### src/rtl/adder_pkg.sv
// Shared types for the bit-serial adder: FSM state encoding and default width.
// Imported by the controller; no logic of its own.
package adder_pkg;

    typedef enum logic [1:0] {
        IDLE  = 2'd0,
        SHIFT = 2'd1,
        DONE  = 2'd2
    } add_state_t;

    localparam int DEFAULT_WIDTH = 4;

endpackage

### src/rtl/serial_adder_seq_if.sv
// Operand/result bundle between the operand source and the serial adder.
// master drives the request side, slave (the adder) drives status and result.
interface serial_adder_seq_if #(
    parameter int WIDTH = 4
);
    logic             start;
    logic [WIDTH-1:0] a;
    logic [WIDTH-1:0] b;
    logic             cin;
    logic             busy;
    logic             done;
    logic [WIDTH-1:0] sum;
    logic             cout;
    logic             ovf;

    modport master (
        output start, a, b, cin,
        input  busy, done, sum, cout, ovf
    );

    modport slave (
        input  start, a, b, cin,
        output busy, done, sum, cout, ovf
    );

endinterface

### src/rtl/fullAdder1.sv
// 1-bit full-adder cell: purely combinational, zero latency, no flow control.
module fullAdder1 (
    input  logic a,
    input  logic b,
    input  logic Cin,
    output logic sum1,
    output logic Cout
);

    assign sum1 = a ^ b ^ Cin;
    assign Cout = (a & b) | (Cin & (a ^ b));

endmodule

### src/rtl/serial_adder_seq.sv
// Bit-serial WIDTH-bit adder, LSB first through one full-adder cell; done pulses WIDTH+1 cycles after start.
// start is only honoured in IDLE; requests while busy or done are dropped, not queued.
module serial_adder_seq
    import adder_pkg::*;
#(
    parameter int WIDTH = DEFAULT_WIDTH
) (
    input  logic                clk,
    input  logic                rst_n,
    serial_adder_seq_if.slave   bus
);

    localparam int CW = (WIDTH > 1) ? $clog2(WIDTH) : 1;

    add_state_t       state_q, state_d;
    logic [WIDTH-1:0] a_sr_q, a_sr_d;
    logic [WIDTH-1:0] b_sr_q, b_sr_d;
    logic [WIDTH-1:0] sum_q, sum_d;
    logic [CW-1:0]    cnt_q, cnt_d;
    logic             c_reg_q, c_reg_d;
    logic             cout_q, cout_d;
    logic             ovf_q, ovf_d;

    logic             fa_sum;
    logic             fa_cout;

    fullAdder1 u_fa (
        .a    (a_sr_q[0]),
        .b    (b_sr_q[0]),
        .Cin  (c_reg_q),
        .sum1 (fa_sum),
        .Cout (fa_cout)
    );

    always_comb begin
        state_d = state_q;
        a_sr_d  = a_sr_q;
        b_sr_d  = b_sr_q;
        sum_d   = sum_q;
        cnt_d   = cnt_q;
        c_reg_d = c_reg_q;
        cout_d  = cout_q;
        ovf_d   = ovf_q;

        case (state_q)
            IDLE: begin
                if (bus.start) begin
                    a_sr_d  = bus.a;
                    b_sr_d  = bus.b;
                    c_reg_d = bus.cin;
                    cnt_d   = '0;
                    sum_d   = '0;
                    cout_d  = 1'b0;
                    ovf_d   = 1'b0;
                    state_d = SHIFT;
                end
            end
            SHIFT: begin
                sum_d   = {fa_sum, sum_q[WIDTH-1:1]};
                a_sr_d  = a_sr_q >> 1;
                b_sr_d  = b_sr_q >> 1;
                c_reg_d = fa_cout;
                if (cnt_q == CW'(WIDTH - 1)) begin
                    // c_reg_q is still the carry into the MSB here; hold cnt so it never wraps.
                    cout_d  = fa_cout;
                    ovf_d   = c_reg_q ^ fa_cout;
                    state_d = DONE;
                end else begin
                    cnt_d = cnt_q + 1'b1;
                end
            end
            DONE: begin
                state_d = IDLE;
            end
            default: begin
                state_d = IDLE;
            end
        endcase
    end

    always_ff @(posedge clk or negedge rst_n) begin
        if (!rst_n) begin
            state_q <= IDLE;
            a_sr_q  <= '0;
            b_sr_q  <= '0;
            sum_q   <= '0;
            cnt_q   <= '0;
            c_reg_q <= 1'b0;
            cout_q  <= 1'b0;
            ovf_q   <= 1'b0;
        end else begin
            state_q <= state_d;
            a_sr_q  <= a_sr_d;
            b_sr_q  <= b_sr_d;
            sum_q   <= sum_d;
            cnt_q   <= cnt_d;
            c_reg_q <= c_reg_d;
            cout_q  <= cout_d;
            ovf_q   <= ovf_d;
        end
    end

    assign bus.busy = (state_q == SHIFT);
    assign bus.done = (state_q == DONE);
    assign bus.sum  = sum_q;
    assign bus.cout = cout_q;
    assign bus.ovf  = ovf_q;

endmodule

### src/flat_wrapper.sv
// flat-port wrapper written by rule: the top's interface ports become plain ports
module serial_adder_seq_flat import adder_pkg::*;
#(
    parameter int WIDTH = DEFAULT_WIDTH
)
  (clk, rst_n, bus_start, bus_a, bus_b, bus_cin, bus_busy, bus_done, bus_sum, bus_cout, bus_ovf);
  serial_adder_seq_if #(.WIDTH(WIDTH)) bus_i ();
  input  logic clk;
  input  logic rst_n;
  input wire logic [$bits(bus_i.start)-1:0] bus_start;
  input wire logic [$bits(bus_i.a)-1:0] bus_a;
  input wire logic [$bits(bus_i.b)-1:0] bus_b;
  input wire logic [$bits(bus_i.cin)-1:0] bus_cin;
  output wire logic [$bits(bus_i.busy)-1:0] bus_busy;
  output wire logic [$bits(bus_i.done)-1:0] bus_done;
  output wire logic [$bits(bus_i.sum)-1:0] bus_sum;
  output wire logic [$bits(bus_i.cout)-1:0] bus_cout;
  output wire logic [$bits(bus_i.ovf)-1:0] bus_ovf;
  assign bus_i.start = bus_start;
  assign bus_i.a = bus_a;
  assign bus_i.b = bus_b;
  assign bus_i.cin = bus_cin;
  assign bus_busy = bus_i.busy;
  assign bus_done = bus_i.done;
  assign bus_sum = bus_i.sum;
  assign bus_cout = bus_i.cout;
  assign bus_ovf = bus_i.ovf;
  serial_adder_seq #(.WIDTH(WIDTH)) u_core (.clk(clk), .rst_n(rst_n), .bus(bus_i));
endmodule
### config.mk
export PLATFORM = sky130hd
export DESIGN_NAME = serial_adder_seq_flat
export DESIGN_NICKNAME = d
export VERILOG_FILES = /design/src/rtl/adder_pkg.sv /design/src/rtl/serial_adder_seq_if.sv /design/src/rtl/fullAdder1.sv /design/src/rtl/serial_adder_seq.sv /design/src/flat_wrapper.sv
export SDC_FILE = /design/constraint.sdc
export NUM_CORES = 1
export LEC_CHECK = 0
export CORE_MARGIN = 1
export CORE_UTILIZATION = 28
export CTS_CLUSTER_DIAMETER = 60
export DETAILED_ROUTE_END_ITERATION = 8
export SYNTH_ARGS = -nofsm -noshare
export SYNTH_HDL_FRONTEND = slang
export SYNTH_HIERARCHICAL = 1
export SYNTH_SLANG_ARGS = --single-unit
### constraint.sdc
create_clock -name clk -period 1.4 [get_ports clk]
set_input_delay 0.28 -clock clk [delete_from_list [all_inputs] [get_ports clk]]
set_output_delay 0.28 -clock clk [all_outputs]
set_load 0.02 [all_outputs]
Word level (Yosys, flattened, before mapping). Index checks and enable logic that the tools add are counted.

Register bits: 19. Output and inout bits: 8. Word-level logic and storage cells: 46.

Add/subtract/negate cells: 1. Eq/ne operators: 6. Mux-type cells: 19. Bitwise logic cells: 6. Reduce and logical (&&, ||, !) cells: 6.

Operators by type and width (number): one-hot mux 4 bit (2 select lines) (3); 2-to-1 mux 4 bit (3); 2-to-1 mux 2 bit (4); one-hot mux 2 bit (2 select lines) (2); one-hot mux 1 bit (2 select lines) (3); AND reduction 3 bit (2); == test 2 bit (second input constant) (2); 2-to-1 mux 1 bit (4); inequality test 2 bit (second input constant) (2); AND reduction 2 bit (2); XOR 1 bit (3); adder 2 x 1 -> 2 bit (second input constant) (1); AND 1 bit (2); == test 2 x 1 -> 1 bit (second input constant) (1); logical NOT 2 bit (1); inequality test 2 x 1 -> 1 bit (second input constant) (1); nonzero test 2 bit (1); OR 1 bit (1).

Longest topological paths before layout. Gate-level depths: netlist (run 1).

Depth after elaboration: 6. Gate-level depth with buffers: 4. Depth with buffers taken out: 4.

Cells and area by module. The synthesis (run 1) kept the hierarchy.

Modules (own cells, without submodules): serial_adder_seq (times used 1, cells an instance 81, area an instance 923.4 µm², sequential area each 475.5 µm²); fullAdder1 (times used 1, cells an instance 1, area an instance 20.0 µm², sequential area each 0.0 µm²).

Least setup slack after synthesis (run 1). No wires, ideal clock.

Kind: register -> register. Start: register u_core.a_sr_q[0]. End: register u_core.ovf_q (netlist: u_core/bus.ovf). Arrival time: 1.255 ns. Setup slack: 0.024 ns. Cell stages (with the launch flop): 5. Buffers on the path: 0. Period minus slack after synthesis: 1.376 ns. Path through: dfrtp_1 fa_1 xnor2_1 o22ai_1 a22o_1.

Longest elaborated chain between the ends: 6.

RTL lines: from (decl) (line serial_adder_seq.sv:16) `logic [WIDTH-1:0] a_sr_q, a_sr_d;`; from (signal assigned) (line serial_adder_seq.sv:93) `a_sr_q <= a_sr_d;`; XOR 1 bit (line fullAdder1.sv:11) `assign Cout = (a & b) | (Cin & (a ^ b));`; AND 1 bit (line fullAdder1.sv:11); OR 1 bit * (line fullAdder1.sv:11); named net u_core.fa_cout (line serial_adder_seq.sv:25) `logic fa_cout;`; XOR 1 bit * (line serial_adder_seq.sv:66) `ovf_d = c_reg_q ^ fa_cout;`; 2-to-1 mux 1 bit * (line serial_adder_seq.sv:63) `if (cnt_q == CW'(WIDTH - 1)) begin`; one-hot mux 1 bit (2 select lines) * (line serial_adder_seq.sv:45) `case (state_q)`; to (signal assigned) (line serial_adder_seq.sv:99) `ovf_q <= ovf_d;`; to (decl) (line serial_adder_seq.sv:22) `logic ovf_q, ovf_d;`.

Mark *: on every way through the listed nets, which the timed path passes. The rest lies on a longest branch. The select of a mux whose other input is x is not followed. A chain may end at the register's enable or synchronous reset.

Worst setup path after layout (run 1).
Start: register u_core.state_q[1]. End: output port bus_busy.

Longest elaborated chain between the ends: 1.

RTL lines: from (decl) (line serial_adder_seq.sv:15) `add_state_t state_q, state_d;`; from (signal assigned) (line serial_adder_seq.sv:92) `state_q <= state_d;`; == test 2 x 1 -> 1 bit (line serial_adder_seq.sv:103) `assign bus.busy = (state_q == SHIFT);`; to (decl) (line flat_wrapper.sv:14) `output wire logic [$bits(bus_i.busy)-1:0] bus_busy;`.

Every way passes these cells.

==> results.sh, run 1 <==
export IMPL_met3WireLength_um=66
export IMPL_synth_simple_gate_area_frac=0.115
export IMPL_drv_cap=0
export IMPL_setup_viol=0
export IMPL_worst_r2r_startpoint="u_core/a_sr_q[0]"
export IMPL_start_util=0.302
export IMPL_core_area_um2=3130
export IMPL_gp_congestion=0.713
export IMPL_hpwl_um=1490
export IMPL_synth_edff_count=0
export IMPL_std_cell_rows=20
export IMPL_routed_top_layer="met4"
export IMPL_synth_main_ff_cell="dfrtp_1"
export IMPL_place_inst=154
export IMPL_antenna_left=0
export IMPL_first_pass_iters=4
export IMPL_die_w_um=60.0
export IMPL_synth_yosys_seq_area_share=0.504
export IMPL_area_growth_syn_to_layout_pct=39.0
export IMPL_worstPathRequired_ns=1.12
export IMPL_fp_dieH_um=60.0
export IMPL_ys_seq_elements=19
export IMPL_rrSetupSlack_ns=0.03
export IMPL_finish_utilization=0.419
export IMPL_finalCriticalPeriod_ns=1.38
export IMPL_crit_path_start_kind="register"
export IMPL_cts_sink_count=19
export IMPL_async_reset_ff_frac=1.00
export IMPL_cts_root_buf="clkbuf_4"
export IMPL_fin_setup_tns_ns=0
export IMPL_post_route_period_util=0.988
export IMPL_hold_buffers=0
export IMPL_grt_pass1_vias=733
export IMPL_skew_ns=0.00196
export IMPL_multi_input_area_um2=430
export IMPL_synth_xor_area_frac=0.00928
export IMPL_regArea_um2=475
export IMPL_grt_max_degree=20
export IMPL_synth_largest_area_cell="dfrtp_1"
export IMPL_wl_met2_um=960
export IMPL_wl_per_cell_um=12.8
export IMPL_syn_area_um2=943
export IMPL_synthTopCellsByArea="dfrtp_1 (50%), a22o_1 (8.4%), a22oi_1 (4.0%)"
export IMPL_yosysTopAreaCellShare=0.504
export IMPL_n_fill_cell=324
export IMPL_synth_area_per_cell_um2=11.5
export IMPL_grt_total_usage=0.134
export IMPL_syn_inst=82
export IMPL_cts_path_max_buffers=2
export IMPL_clock_latency_ns=0.31
export IMPL_cp_cell_sequence="and2b_4, buf_6"
export IMPL_drive_gt1_frac=0.281
export IMPL_worst_hold_path_type="in -> async"
export IMPL_tightest_slew_ns=0.252
export IMPL_drc=0
export IMPL_crit_arrival_ns=1.10
export IMPL_clk_pin_slew_ns=0.11
export IMPL_path_class="reg -> out"
export IMPL_end_kind="output port"
export IMPL_cp_slowest_stage_delay_ns=0.42
export IMPL_r2r_end="u_core/bus.ovf"
export IMPL_synth_fa_ha_area_frac=0.0477
export IMPL_n_antenna_cell=0
export IMPL_cp_slowest_cell="dfrtp_1"
export IMPL_ys_types=27
export IMPL_synth_top_family_by_area="compound AO/OA/AOI/OAI gates"
export IMPL_irDropWorstVdd_v=0.000497
export IMPL_status="finished clean"
export IMPL_h_tree_depth=1
export IMPL_portBuffers=19
export IMPL_powerDensity_nw_per_um2=2070
export IMPL_layoutNonFillerInstCount=158
export IMPL_p_leak_uw=0.000601
export IMPL_wl_met1_um=940
export IMPL_die_area_um2=3610
export IMPL_first_iter_violations=13
export IMPL_rsz0062_at_grt="yes"
export IMPL_io_pins=20
export IMPL_grt_pass1_wl_um=3430
export IMPL_num_vias=733
export IMPL_synth_compound_area_frac=0.248
export IMPL_vias_per_cell=4.64
export IMPL_finalWirelength_um=2020
export IMPL_reg2reg_depth=4
export IMPL_critPathMaxFanout=3
export IMPL_slew_viol_final=0
export IMPL_cts_tree="yes"
export IMPL_timing_slew_headroom=0.832
export IMPL_cts_made_buffers=3
export IMPL_hold_viol_final=0
export IMPL_overflow=0
export IMPL_muxShareOfSynthArea=0.0119
export IMPL_antenna_found_initial=0
export IMPL_nNetsFinal=130
export IMPL_max_freq_ghz=0.723
export IMPL_yosys_warnings=6
export IMPL_syn_nets=97
registers in the layout (all words and copies together) (netlist names):
signal and count:
u_core/a_sr_q 4, u_core/bus.cout 1, u_core/c_reg_q 1, u_core/bus.ovf 1
u_core/cnt_q 2, u_core/bus.sum 4, u_core/state_q 2, u_core/b_sr_q 4
critical path: cells and delay by family (launching register included):
kind	cells	cell delay (ns)
buffers and inverters	1	0.11
and+or+nand+nor	1	0.26
DFF	1	0.42
per-layer routing:
metal	vias up	global-route usage
li1	357	-
met1	352	0.165
met2	19	0.221
met3	5	0.0195
met4	0	0.0797
met5	-	0
worst max-delay path by stage:
stage	startpoint	endpoint	slack (ns)
after floorplan	u_core/a_sr_q[0]	u_core/bus.ovf	0.02
after global placement	u_core/state_q[1]	bus_done	-0.09
after detailed placement	u_core/state_q[1]	bus_done	-0.11
after CTS	u_core/state_q[1]	bus_done	0.003
after global routing	u_core/a_sr_q[0]	u_core/bus.ovf	-0.03
final	u_core/state_q[1]	bus_busy	0.02
what timing repair did:
| action | in CTS | in global routing |
|---|---|---|
| endpoints found under the setup margin | 11 | 4 |
| pin swaps | 1 | 1 |
| resized for setup | 18 | 9 |
| endpoints found under the hold margin | 0 | 0 |
| setup buffers | 0 | 0 |
synthesized netlist by cell type, types with 2 or more instances:
library cell  number
dfrtp_1           19
a22o_1             9
nand2_1            8
a22oi_1            5
inv_1              4
o21ai_1            4
o21ai_2            4
a21oi_1            3
buf_6              3
nor2_1             3
and3b_1            2
ha_1               2
o22ai_1            2
report_power, final:
part	total [uW]	internal [uW]	switching [uW]
sequential	958	775	182
combinational	1460	759	702
clock	293	111	181
layout by cell type, fill, tap and decap left out, drive strengths merged, types with 2 or more instances in the layout:
| cell type | count |
|---|---|
| dfrtp | 19 |
| buf | 15 |
| clkdlybuf4s50 | 11 |
| a22o | 9 |
| nand2 | 8 |
| o21ai | 8 |
| dlygate4sd2 | 6 |
| a22oi | 5 |
| inv | 5 |
| clkbuf | 4 |
| a21oi | 3 |
| nor2 | 3 |
| o22ai | 2 |
| and3b | 2 |
| ha | 2 |
| and2b | 2 |
| nor2b | 2 |
metrics by stage:
step | worst slack [ns] | total power, uW | hold WS, ns | cell area [um^2]
after floorplan | 0.0240 | 1870 | -0.0156 | 943
after global placement | -0.0856 | 2340 | 0.469 | 1260
after detailed placement | -0.110 | 2410 | 0.480 | 1260
after CTS | 0.00293 | 2650 | 0.296 | 1280
after global routing | -0.0269 | 2920 | 0.330 | 1310
final | 0.0162 | 2710 | 0.293 | 1310
cells by family (layout without fill, tap and decap cells):
| kind of cell | after synthesis | in the layout |
|---|---|---|
| XOR/XNOR | 1 | 1 |
| multiplexers | 1 | 1 |
| flip-flops | 19 | 19 |
| buffers and inverters | 9 | 41 |
| AND/OR/NAND/NOR | 19 | 19 |
| adder cells (fa/ha/maj) | 3 | 3 |
| AO/OA/AOI/OAI | 30 | 30 |
layout make-up:
class | count | area share
Sequential cell | 19 | 0.363
Multi-Input combinational cell | 54 | 0.328
Timing Repair Buffer | 32 | 0.231
Tap cell | 44 | 0.0420
Clock buffer | 4 | 0.0200
Inverter | 5 | 0.0162
(Power assumes the default switching activity.)
==> run 2: changes to the inputs <==
--- a/config.mk
+++ b/config.mk
@@ -7,6 +7,7 @@
 export LEC_CHECK = 0
 export CORE_MARGIN = 1
 export CORE_UTILIZATION = 28
+export CTS_BUF_LIST = sky130_fd_sc_hd__clkbuf_4 sky130_fd_sc_hd__clkbuf_8
 export CTS_CLUSTER_DIAMETER = 60
 export DETAILED_ROUTE_END_ITERATION = 8
 export SYNTH_ARGS = -nofsm -noshare
==> results.sh, run 2 (synthesized netlist as in run 1, its figures left out) <==
export IMPL_status="finished clean"
export IMPL_overflow=0
export IMPL_place_ws_ns=-0.110
export IMPL_path_class="reg -> out"
export IMPL_first_pass_iters=4
export IMPL_h_tree_depth=1
export IMPL_slew_viol_final=0
export IMPL_cts_made_buffers=3
export IMPL_end_kind="output port"
export IMPL_post_route_period_util=0.987
export IMPL_drive_gt1_frac=0.289
export IMPL_timing_slew_headroom=0.831
export IMPL_rsz0062_at_grt="yes"
export IMPL_max_freq_ghz=0.723
export IMPL_multi_input_area_um2=430
export IMPL_setup_ws_ns=0.0177
export IMPL_crit_path_start_kind="register"
export IMPL_worst_hold_path_type="in -> async"
export IMPL_start_util=0.302
export IMPL_crit_arrival_ns=1.10
export IMPL_cts_path_max_buffers=2
export IMPL_fp_dieH_um=60.0
export IMPL_critPathMaxFanout=3
export IMPL_p_sw_uw=1070
export IMPL_antenna_found_initial=0
export IMPL_powerDensity_nw_per_um2=2080
export IMPL_grt_pass1_wl_um=3470
export IMPL_p_leak_uw=0.000605
export IMPL_grt_max_degree=20
export IMPL_drc=0
export IMPL_cts_root_buf="clkbuf_4"
export IMPL_power_frac_clock=0.114
export IMPL_grt_pass1_vias=741
export IMPL_finalWirelength_um=2020
export IMPL_vias_per_cell=4.67
export IMPL_sequentialPowerShare=0.351
export IMPL_startpoint="u_core/state_q[1]"
export IMPL_core_area_um2=3130
export IMPL_mostFrequentLayoutCell="dfrtp_1"
export IMPL_hpwl_um=1490
export IMPL_place_inst=154
export IMPL_most_common_layout_cells="dfrtp_1 (19), clkdlybuf4s50_1 (11), buf_4 (10)"
export IMPL_n_fill_cell=323
export IMPL_tightest_slew_ns=0.253
export IMPL_irDropWorstVdd_v=0.000524
export IMPL_first_iter_violations=14
export IMPL_p_comb_frac=0.535
export IMPL_die_w_um=60.0
export IMPL_std_cell_rows=20
export IMPL_cts_sink_count=19
export IMPL_antenna_left=0
export IMPL_layoutNonFillerInstCount=158
export IMPL_grt_total_usage=0.135
export IMPL_hold_ws_ns=0.294
export IMPL_skew_ns=0.00270
export IMPL_die_area_um2=3610
export IMPL_clock_latency_ns=0.31
export IMPL_regArea_um2=475
export IMPL_hold_viol_final=0
export IMPL_p_int_uw=1670
export IMPL_switching_share=0.390
export IMPL_clk_pin_slew_ns=0.11
export IMPL_n_antenna_cell=0
export IMPL_drv_cap=0
export IMPL_fin_setup_tns_ns=0
export IMPL_wl_per_cell_um=12.8
export IMPL_num_vias=738
export IMPL_gp_congestion=0.713
export IMPL_setup_viol=0
export IMPL_worst_r2r_startpoint="u_core/a_sr_q[0]"
export IMPL_cts_tree="yes"
export IMPL_portBuffers=19
export IMPL_nNetsFinal=130
export IMPL_finalCriticalPeriod_ns=1.38
export IMPL_p_total_uw=2730
export IMPL_area_growth_syn_to_layout_pct=39.4
export IMPL_cts_setup_buffers=0
export IMPL_worstPathRequired_ns=1.12
export IMPL_io_pins=20
## run 2: power groups by stage
stage	Clock (uW)	Combinational, uW	Sequential (uW)
after CTS	322	1400	953
after floorplan	0	840	1030
final	312	1460	957
after detailed placement	0	1450	962
after global routing	332	1620	994
after global placement	0	1390	947
## run 2: timing repair
action | 4_1_cts | 5_1_grt
pin swaps | 1 | 1
setup endpoints to repair | 11 | 4
gates resized for setup | 18 | 9
hold buffers | 0 | 0
## run 2: critical path, cell delays in order, from the launching register on
cell and delay (ns):
dfrtp_1 0.42, and2b_4 0.26, buf_6 0.11
## run 2: cell type report
cell class | count | share of cell area
tap | 44 | 0.0419
clock buffer | 4 | 0.0228
inverter | 5 | 0.0162
sequential | 19 | 0.362
timing repair buffer | 32 | 0.230
multi-input combinational | 54 | 0.327
## run 2: final timing paths
check | to | slack (ns) | cells past startpoint
worst min-delay path | u_core/bus.sum[3] | 0.29 | 2
worst max-delay path | bus_busy | 0.02 | 2
min in group clk | u_core/b_sr_q[2] | 0.50 | 2
worst min register to register | u_core/b_sr_q[2] | 0.50 | 2
worst max register to register | u_core/bus.ovf | 0.03 | 4
max in group asynchronous | u_core/cnt_q[0] | 0.90 | 2
## run 2: metrics by stage
stage                     cell area [um^2]  utilization
after detailed placement              1260        0.402
after floorplan                        943            -
after CTS                             1280        0.409
final                                 1320        0.420
after global placement                1260        0.402
after global routing                  1320        0.420
## run 2: routing by layer
layer	global-route usage	routed length [um]
met2	0.224	979
met1	0.166	921
met5	0	0
met3	0.0195	67
met4	0.0797	51
